--- src/rtl/disp_pkg.sv ---
// rtl/disp_pkg.sv - shared display-buffer types, sizes and pixel packing
package disp_pkg;

   typedef enum logic [0:0] {
      ST_WAIT = 1'b0,
      ST_FILL = 1'b1
   } wr_state_e;

   localparam int FRAME_WORDS_DEF = 307200;
   localparam int ADDR_W_DEF      = 20;

   // RGB field positions inside a buffer word; the read path unpacks with the same constants
   localparam int R_MSB = 23;
   localparam int R_LSB = 16;
   localparam int G_MSB = 15;
   localparam int G_LSB = 8;
   localparam int B_MSB = 7;
   localparam int B_LSB = 0;

   function automatic logic [31:0] pack_pixel(input logic [23:0] px);
      return {8'h00, px[R_MSB:R_LSB], px[G_MSB:G_LSB], px[B_MSB:B_LSB]};
   endfunction

endpackage

--- src/rtl/wr_addr_counter.sv ---
// rtl/wr_addr_counter.sv - write address counter with clear and terminal-count flag
module wr_addr_counter
   import disp_pkg::*;
#(
   parameter int FRAME_WORDS = FRAME_WORDS_DEF,
   parameter int ADDR_W      = ADDR_W_DEF
) (
   input  logic              clk,
   input  logic              reset,
   input  logic              inc_i,
   input  logic              clr_i,
   output logic [ADDR_W-1:0] cnt_o,
   output logic              tc_o
);

   logic [ADDR_W-1:0] cnt_q, cnt_d;

   always_comb begin
      cnt_d = cnt_q;
      if (clr_i)
         cnt_d = '0;
      else if (inc_i)
         cnt_d = cnt_q + ADDR_W'(1);
   end

   always_ff @(posedge clk or posedge reset) begin
      if (reset)
         cnt_q <= '0;
      else
         cnt_q <= cnt_d;
   end

   assign cnt_o = cnt_q;
   assign tc_o  = (cnt_q == ADDR_W'(FRAME_WORDS - 1));

endmodule

--- src/rtl/frame_buffer_writer.sv ---
// rtl/frame_buffer_writer.sv - fills ping-pong display buffers from a host pixel stream
module frame_buffer_writer
   import disp_pkg::*;
#(
   parameter int FRAME_WORDS = FRAME_WORDS_DEF,
   parameter int ADDR_W      = ADDR_W_DEF
) (
   input  logic              clk,
   input  logic              reset,
   input  logic              HostValid,
   input  logic [23:0]       HostData,
   input  logic              HostLast,
   output logic              HostReady,
   input  logic              Buf0Empty,
   input  logic              Buf1Empty,
   output logic [31:0]       WData,
   output logic [ADDR_W-1:0] WAddr,
   output logic              WE0,
   output logic              WE1,
   output logic              Buf0Full,
   output logic              Buf1Full,
   output logic              FrameErr
);

   wr_state_e         state_q, state_d;
   logic              wrsel_q, wrsel_d;
   logic [1:0]        full_q, full_d;
   logic [31:0]       wdata_q, wdata_d;
   logic [ADDR_W-1:0] waddr_q, waddr_d;
   logic [1:0]        we_q, we_d;
   logic              ferr_q, ferr_d;
   logic [ADDR_W-1:0] cnt;
   logic              tc;
   logic              hs;
   logic              eof;
   logic [1:0]        sel_mask;

   assign HostReady = (state_q == ST_FILL);
   assign hs        = HostValid && HostReady;
   assign eof       = hs && (tc || HostLast);
   assign sel_mask  = wrsel_q ? 2'b10 : 2'b01;

   wr_addr_counter #(
      .FRAME_WORDS(FRAME_WORDS),
      .ADDR_W     (ADDR_W)
   ) u_cnt (
      .clk  (clk),
      .reset(reset),
      .inc_i(hs),
      .clr_i(eof),
      .cnt_o(cnt),
      .tc_o (tc)
   );

   always_comb begin
      state_d = state_q;
      wrsel_d = wrsel_q;
      full_d  = full_q;
      wdata_d = wdata_q;
      waddr_d = waddr_q;
      we_d    = 2'b00;
      ferr_d  = 1'b0;

      if (full_q[0] && Buf0Empty) full_d[0] = 1'b0;
      if (full_q[1] && Buf1Empty) full_d[1] = 1'b0;

      if (hs) begin
         wdata_d = pack_pixel(HostData);
         waddr_d = cnt;
         we_d    = sel_mask;
      end

      // Release of the other buffer and setting this one are independent bits
      if (eof) begin
         full_d  = full_d | sel_mask;
         wrsel_d = ~wrsel_q;
         ferr_d  = (tc != HostLast);
         state_d = ST_WAIT;
      end else if (state_q == ST_WAIT && !full_q[wrsel_q]) begin
         state_d = ST_FILL;
      end
   end

   always_ff @(posedge clk or posedge reset) begin
      if (reset) begin
         state_q <= ST_WAIT;
         wrsel_q <= 1'b0;
         full_q  <= 2'b00;
         wdata_q <= '0;
         waddr_q <= '0;
         we_q    <= 2'b00;
         ferr_q  <= 1'b0;
      end else begin
         state_q <= state_d;
         wrsel_q <= wrsel_d;
         full_q  <= full_d;
         wdata_q <= wdata_d;
         waddr_q <= waddr_d;
         we_q    <= we_d;
         ferr_q  <= ferr_d;
      end
   end

   assign WData    = wdata_q;
   assign WAddr    = waddr_q;
   assign WE0      = we_q[0];
   assign WE1      = we_q[1];
   assign Buf0Full = full_q[0];
   assign Buf1Full = full_q[1];
   assign FrameErr = ferr_q;

endmodule

--- config.mk ---
export PLATFORM = sky130hd
export DESIGN_NAME = frame_buffer_writer
export DESIGN_NICKNAME = d
export VERILOG_FILES = /design/src/rtl/disp_pkg.sv /design/src/rtl/wr_addr_counter.sv /design/src/rtl/frame_buffer_writer.sv
export SDC_FILE = /design/constraint.sdc
export NUM_CORES = 1
export LEC_CHECK = 0
export CAP_MARGIN = 20
export CORE_UTILIZATION = 45
export CTS_CLUSTER_DIAMETER = 40
export DETAILED_ROUTE_END_ITERATION = 8
export HOLD_SLACK_MARGIN = 0.1
export MAX_ROUTING_LAYER = met4
export PLACE_DENSITY = 0.76
export SLEW_MARGIN = 0
export SYNTH_ARGS = -nofsm -noshare
export SYNTH_HDL_FRONTEND = slang
export SYNTH_HIERARCHICAL = 1
export SYNTH_SLANG_ARGS = --single-unit
--- constraint.sdc ---
create_clock -name clk -period 5.3 [get_ports clk]
set_input_delay 1.06 -clock clk [delete_from_list [all_inputs] [get_ports clk]]
set_output_delay 1.06 -clock clk [all_outputs]
set_load 0.1 [all_outputs]
Yosys cells after proc, flatten, opt, wreduce, memory -nomap -nowiden
Cells that the tools add are included.
- input port bits: 30
- logic and storage cells: 36
- output and inout bits: 58
- register bits after elaboration: 71
- reduce and logical (&&, ||, !) cells: 9
- add/subtract/negate cells: 1
- eq/ne operators: 2
- multiplexer cells: 12
- bitwise gates (word level): 3
- order comparisons: 1
- operators with widths (cell ; number):
    20-bit 2-to-1 mux ; 2
    20-bit by 1-bit adder with 20-bit output (second input constant) ; 1
    20-bit by 19-bit == test with 1-bit output (second input constant) ; 1
    1-bit 2-to-1 mux ; 7
    2-bit 2-to-1 mux ; 3
    1-bit logical AND ; 5
    2-bit nonzero test ; 2
    1-bit by 2-bit less-than comparator with 1-bit output (second input constant) ; 1
    1-bit NOT ; 2
    2-bit bitwise OR ; 1
    1-bit zero test ; 1
    1-bit logical OR ; 1
    1-bit inequality test ; 1

Longest topological paths before layout
Gate-level depths: netlist (run 1).
- depth in word-level cells: 6
- mapped depth: 14
- gate-level depth less buffers: 12

Hierarchy
The synthesis (run 1) kept the hierarchy.
- by module, submodules not included (module ; times used ; cells each ; area each (um2) ; sequential area each (um2)):
    frame_buffer_writer ; 1 ; 128 ; 2053.2 ; 1276.2
    wr_addr_counter ; 1 ; 112 ; 1042.2 ; 500.5

Least setup slack after synthesis (run 1)
Ideal clock, no wire load.
- kind: register to register
- start point: register u_cnt.cnt_q[0] (netlist: u_cnt/cnt_o[0])
- end point: register u_cnt.cnt_q[19] (netlist: u_cnt/cnt_o[19])
- data required time: 5.222 ns
- arrival time: 3.436 ns
- setup slack: 1.786 ns
- period minus slack after synthesis: 3.514 ns
- setup time: 0.078 ns
- stages on the path, launching flop included: 15
- path buffers: 2
- cell sequence: dfrtp_1 > ha_1 > or4b_2 > nor3_1 > nand4b_1 > nor2_1 > inv_1 > ha_1 > and3b_1 > clkbuf_1 > o211ai_2 > or4_1 > buf_2 > or3_1 > a21oi_1
- longest elaborated chain between the ends: 4
- elaborated cells on any way between the ends: 7
- classes of those cells: 1 x add/sub; 1 x eq/ne; 2 x mux; 3 x reduce/logical
- ends and longest elaborated chain (what ; RTL line ; RTL):
    start, declared ; wr_addr_counter.sv:16 ; logic [ADDR_W-1:0] cnt_q, cnt_d;
    start signal, assigned ; wr_addr_counter.sv:30 ; cnt_q <= cnt_d;
    20-bit by 19-bit == test with 1-bit output * ; wr_addr_counter.sv:34 ; assign tc_o = (cnt_q == ADDR_W'(FRAME_WORDS - 1));
    net tc ; frame_buffer_writer.sv:33 ; logic tc;
    1-bit logical OR * ; frame_buffer_writer.sv:40 ; assign eof = hs && (tc || HostLast);
    1-bit logical AND * ; frame_buffer_writer.sv:40 ;
    net eof ; frame_buffer_writer.sv:35 ; logic eof;
    20-bit 2-to-1 mux or 2-bit nonzero test (tied branches) ; - ;
The timed path passes the listed nets; every way through them passes the cells marked *. The select of a mux whose other input is x is not followed.
A chain may end at the register's enable or synchronous reset.

Worst setup path after layout (run 1)
- start point: register u_cnt.cnt_q[0] (netlist: u_cnt/cnt_o[0])
- end point: register u_cnt.cnt_q[19] (netlist: u_cnt/cnt_o[19])
- longest elaborated chain between the ends: 4
- elaborated cells on any way between the ends: 7
- classes of those cells: 1 x add/sub; 1 x eq/ne; 2 x mux; 3 x reduce/logical
- ends and longest elaborated chain (what ; RTL line):
    20-bit by 19-bit == test with 1-bit output * ; wr_addr_counter.sv:34
    net tc ; frame_buffer_writer.sv:33
    1-bit logical OR * ; frame_buffer_writer.sv:40
    1-bit logical AND * ; frame_buffer_writer.sv:40
    20-bit 2-to-1 mux or 2-bit nonzero test (tied branches) ; -
Marks and branches as above.

==> results of run 1 <==
logic make-up (layout without fill, tap and decap cells):
| group | after synthesis | after routing | share of synthesized area |
|---|---|---|---|
| AND/OR/NAND/NOR | 56 | 56 | 0.0994 |
| XOR/XNOR | 10 | 10 | 0.0283 |
| flip-flops | 71 | 71 | 0.574 |
| multiplexers | 47 | 47 | 0.190 |
| other | 1 | 8 | 0.00121 |
| adder cells (fa/ha/maj) | 2 | 2 | 0.00808 |
| buffers and inverters | 30 | 110 | 0.0550 |
| AO/OA/AOI/OAI | 23 | 23 | 0.0445 |
report_power, final:
part	internal [mW]	total [mW]	switching [mW]
logic	0.208	0.777	0.569
registers	0.614	0.667	0.0532
clock network	0.216	0.412	0.196
total	1.04	1.86	0.818
stage by stage:
stage	setup slack (ns)	util	power (mW)	hold slack, ns
2_1_floorplan	1.79	-	1.28	0.466
3_3_place_gp	1.65	0.601	1.44	0.485
3_5_place_dp	1.49	0.601	1.45	0.491
4_1_cts	1.46	0.630	1.87	0.507
5_1_grt	1.22	0.633	1.92	0.516
6_report	1.45	0.633	1.86	0.504
worst paths after layout:
path                       slack [ns]               to  cells after the start      startpoint
max in group asynchronous        3.58   u_cnt/cnt_o[8]                      2           reset
setup reg to reg                 1.45  u_cnt/cnt_o[19]                     13  u_cnt/cnt_o[0]
min in group asynchronous        1.11        WAddr[19]                      2           reset
hold reg to reg                  0.50         WAddr[7]                      1        WAddr[7]
hold / removal                   0.50         WAddr[7]                      1        WAddr[7]
setup / recovery                 1.45  u_cnt/cnt_o[19]                     13  u_cnt/cnt_o[0]
layout make-up:
cell class,count,share of cell area
tap,77,0.0234
sequential,71,0.432
timing repair buffer,82,0.201
inverter,12,0.0110
multi-input combinational,146,0.286
clock buffer,10,0.0311
clock inverter,6,0.0149
cell usage in the layout, fill, tap and decap left out, drive strengths merged, types with 2 or more instances in the layout:
master and count:
or3 9, nand2 7, clkdlybuf4s50 79, clkinv 4, dfrtp 71, nor3 3
or4 3, buf 3, ha 2, nor4 2, xor2 2, a22o 2
xnor2 8, clkbuf 10, mux2 45, nand4 6, nand3 6, conb 8
nor2 14, a21oi 9, mux2i 2, o21ai 9, inv 12
registers in the layout, summed over array words and instances (netlist names):
register and cells:
we_q 2, WData 24, FrameErr 1, HostReady 1, wrsel_q 1, WAddr 20, full_q 2, u_cnt/cnt_o 20
routing by layer:
| layer | global-route usage | wire length (um) |
|---|---|---|
| met3 | 0.0438 | 435 |
| met1 | 0.241 | 2790 |
| met2 | 0.265 | 2610 |
| met4 | 0.0878 | 133 |
| met5 | - | 0 |
==> results.json, run 1 <==
{
  "ys_types": 34,
  "crit_fanout": 27,
  "antenna_found_initial": 0,
  "syn_area_um2": 3100,
  "synth_most_common_cell": "dfrtp_1",
  "ys_ff_latch": 71,
  "diodes": 0,
  "gr-usage-all-layers": 0.183,
  "path_delay_family": "simple AND/OR/NAND/NOR gates",
  "avgSynthCellArea_um2": 12.9,
  "cpPeakStageDelay_ns": 0.64,
  "fin_crit_ns": 3.85,
  "die_h_um": 84.9,
  "drive_above_1_share": 0.208,
  "tritoncts.num_buffers": 9,
  "htreeDepth": 3,
  "routedWlPerCell_um": 14.8,
  "ios": 88,
  "synth_edf_count": 0,
  "worstMarginPinSlew_ns": 0.988,
  "grt_max_degree": 52,
  "insertion_delay_ns": 0.35,
  "setup_viol": 0,
  "max_freq_mhz": 260,
  "grt_pass1_wl_mm": 9.94,
  "finClkSkew_ns": 0.0110,
  "core_area_um2": 6490,
  "ys_top_cells_by_count": "71 x dfrtp_1, 29 x mux2_2, 16 x mux2_4",
  "startpoint_type": "flip-flop",
  "grt_pass1_vias": 2049,
  "rsz0062_at_grt": "false",
  "cts_setup_buffers": 0,
  "ys_top_cells_by_area": "dfrtp_1 57%, mux2_2 11%, mux2_4 7.8%, xnor2_1 2.3%, buf_4 1.9%",
  "cp_common_cell": "ha_1",
  "fill_cells": 488,
  "nets": 354,
  "die-area_um2": 7210,
  "leakagePower_nw": 1.84,
  "viasPerCell": 5.18,
  "ys_seq_area_frac": 0.574,
  "cts_tree": "built",
  "slew_headroom": 0.339,
  "slowest_stage": "or4_1",
  "crit_path_cell_trace": "ha_1 -> or4b_2 -> nor3_1 -> nand4b_1 -> nor2_1 -> inv_1 -> ha_1 -> and3b_1 -> buf_4 -> o211ai_2 -> or4_1 -> or3_1 -> a21oi_1",
  "end_kind": "flip-flop",
  "synth_top_cell_by_area": "dfrtp_1",
  "fin_crit_sh": 0.727,
  "instances_no_fill": 404,
  "port_buffers": 79,
  "clockRootBuffer": "clkbuf_8",
  "routed_wl_mm": 5.96,
  "vias": 2092,
  "max_cap_viol_count": 0,
  "grt_overflow": 0,
  "required_ns": 5.57,
  "clock_path_buffers": 2,
  "multi_input_area_um2": 1180,
  "slew_viol_final": 0,
  "violations": "design-rule violations",
  "arrival_ns": 4.12,
  "synth_ff_type": "dfrtp_1",
  "row_count": 29,
  "netlist.area_leader.share": 0.574,
  "async_flop_share": 1.00,
  "cts_hold_buf": 0,
  "hold_violations": 0,
  "vdd_drop_max_v": 0.000144,
  "netlist_instances": 240,
  "path_class": "flip-flop to flip-flop",
  "dp_hpwl_mm": 3.97,
  "drc": 12,
  "ant_nets": 0,
  "stdcell_area_um2": 4110,
  "cts-resized-gates": 0,
  "clock_sinks": 71,
  "place.gp.congestion": 0.862,
  "post-place-cells": 387,
  "totalNegativeSetupSlack_ns": 0,
  "yosys_warnings": 6,
  "post_dp_cell_area_um2": 3900,
  "clkTransAtPathRegs_ns": 0.07,
  "status": "finished, violations left",
  "start_util": 0.477,
  "powerDensity_nw_per_um2": 451,
  "register_area_um2": 1780,
  "die_w_um": 84.9,
  "area_growth_syn_to_layout_pct": 32.8,
  "hold_class": "flip-flop to flip-flop",
  "firstDrtPassIters": 7,
  "critPathBufInv": 2,
  "dr.first_iter.drc_count": 97
}
(Power assumes the default switching activity.)
==> run 2: changes to the inputs <==
==> constraint.sdc (replaced) <==
create_clock -name clk -period 3.99 [get_ports clk]
set_input_delay 0.798 -clock clk [delete_from_list [all_inputs] [get_ports clk]]
set_output_delay 0.798 -clock clk [all_outputs]
set_load 0.1 [all_outputs]
==> results.json, run 2 (same netlist as run 1, synthesis figures left out) <==
{
  "largest_reg_flops": 24,
  "cpPeakStageDelay_ns": 0.65,
  "firstDrtPassIters": 6,
  "dr.first_iter.drc_count": 93,
  "startpoint_type": "flip-flop",
  "start_util": 0.477,
  "tritoncts.num_buffers": 9,
  "cts_setup_buffers": 0,
  "grt_pass1_wl_mm": 10.3,
  "required_ns": 4.26,
  "clock_sinks": 71,
  "layout_commonest_cell": "clkdlybuf4s50_1",
  "die_h_um": 84.9,
  "totalNegativeSetupSlack_ns": 0,
  "routedWlPerCell_um": 15.5,
  "cts_hold_buf": 0,
  "viasPerCell": 5.22,
  "slowest_stage": "or4_1",
  "fin_crit_sh": 0.892,
  "clock_path_buffers": 2,
  "hold_class": "flip-flop to flip-flop",
  "row_count": 29,
  "leakagePower_nw": 1.83,
  "die-area_um2": 7210,
  "slew_viol_final": 0,
  "dp_hpwl_mm": 4.19,
  "fill_cells": 490,
  "ios": 88,
  "worstMarginPinSlew_ns": 1.00,
  "routed_wl_mm": 6.24,
  "drive_above_1_share": 0.202,
  "max_freq_mhz": 281,
  "startpoint": "u_cnt/cnt_o[0]",
  "r2r_end": "u_cnt/cnt_o[19]",
  "gr-usage-all-layers": 0.191,
  "violations": "design-rule violations",
  "ff2ff_setup_slack_ns": 0.43,
  "endpoint": "u_cnt/cnt_o[19]",
  "status": "finished, violations left",
  "reg2reg_from": "u_cnt/cnt_o[0]",
  "clockRootBuffer": "clkbuf_8",
  "place.gp.congestion": 0.776,
  "ant_nets": 0,
  "crit_fanout": 7,
  "slew_headroom": 0.329,
  "area_growth_syn_to_layout_pct": 32.5,
  "cts-resized-gates": 0,
  "setup_viol": 0,
  "vias": 2105,
  "crit_path_cell_trace": "ha_1 -> or4b_2 -> nor3_1 -> nand4b_1 -> nor2_1 -> inv_1 -> ha_1 -> and3b_1 -> o211ai_2 -> or4_1 -> or3_1 -> a21oi_1",
  "path_class": "flip-flop to flip-flop",
  "hold_violations": 0,
  "antenna_found_initial": 0,
  "powerDensity_nw_per_um2": 600,
  "arrival_ns": 3.83,
  "die_w_um": 84.9,
  "port_buffers": 79,
  "layout_common_cells": "79 x clkdlybuf4s50_1, 71 x dfrtp_1, 29 x mux2_2, 16 x mux2_4, 14 x nor2_1",
  "max_cap_viol_count": 0,
  "fin_crit_ns": 3.56,
  "reg2reg_depth": 12,
  "drc": 12,
  "vdd_drop_max_v": 0.000191,
  "nets": 354,
  "grt_overflow": 0,
  "grt_max_degree": 52,
  "multi_input_area_um2": 1180,
  "insertion_delay_ns": 0.35,
  "post-route-util": 0.631,
  "grt_pass1_vias": 2114,
  "diodes": 0,
  "register_area_um2": 1780,
  "clkTransAtPathRegs_ns": 0.07,
  "rsz0062_at_grt": "false",
  "cp_common_cell": "ha_1",
  "htreeDepth": 3,
  "core_area_um2": 6490,
  "end_kind": "flip-flop",
  "cts_tree": "built",
  "finClkSkew_ns": 0.00558
}
==> run 2: worst max-delay path, delay by kind of cell, from the launching register on <==
kind | cells | cell delay, ns
compound gates | 2 | 0.29
fa+ha+maj | 2 | 0.43
buf+inv | 1 | 0.05
flops | 1 | 0.45
simple gates | 7 | 2.27
==> run 2: how the worst min path moves through the flow <==
stage	startpoint	to	slack, ns	cells past startpoint
after floorplan	wrsel_q	we_q[0]	0.47	1
after global placement	WAddr[11]	WAddr[11]	0.49	1
after detailed placement	WData[9]	WData[9]	0.49	1
after CTS	WData[7]	WData[7]	0.51	1
after global routing	WData[15]	WData[15]	0.52	1
final	WData[16]	WData[16]	0.51	1
==> run 2: where the power goes <==
group | switching [mW] | leakage, nW | total [mW] | internal (mW)
registers | 0.0707 | 0.920 | 0.886 | 0.815
clock network | 0.256 | 0.0892 | 0.540 | 0.283
logic | 0.758 | 0.825 | 1.03 | 0.276
==> run 2: final cells by class <==
class | count | share of cell area
multi-input cells | 146 | 0.287
well taps | 77 | 0.0235
clock buffers | 11 | 0.0320
repair buffers | 82 | 0.201
flip-flops and latches | 71 | 0.433
clock inverters | 4 | 0.0116
inverters | 12 | 0.0110
==> run 2: through the flow <==
| stage | setup WS (ns) | power (mW) | cell area (um2) | hold WS, ns | std cells |
|---|---|---|---|---|---|
| final | 0.433 | 2.46 | 4100 | 0.505 | 403 |
| after global routing | 0.233 | 2.55 | 4100 | 0.516 | 403 |
| after CTS | 0.450 | 2.48 | 4080 | 0.511 | 402 |
| after detailed placement | 0.468 | 1.93 | 3900 | 0.490 | 387 |
| after global placement | 0.625 | 1.92 | 3900 | 0.486 | 387 |
| after floorplan | 0.476 | 1.70 | 3120 | 0.466 | 247 |
==> run 2: routing by layer <==
| layer | share of wire | GRT usage |
|---|---|---|
| met1 | 0.47 | 0.245 |
| met2 | 0.44 | 0.279 |
| met3 | 0.071 | 0.0535 |
| met4 | 0.019 | 0.0909 |
| met5 | 0 | - |
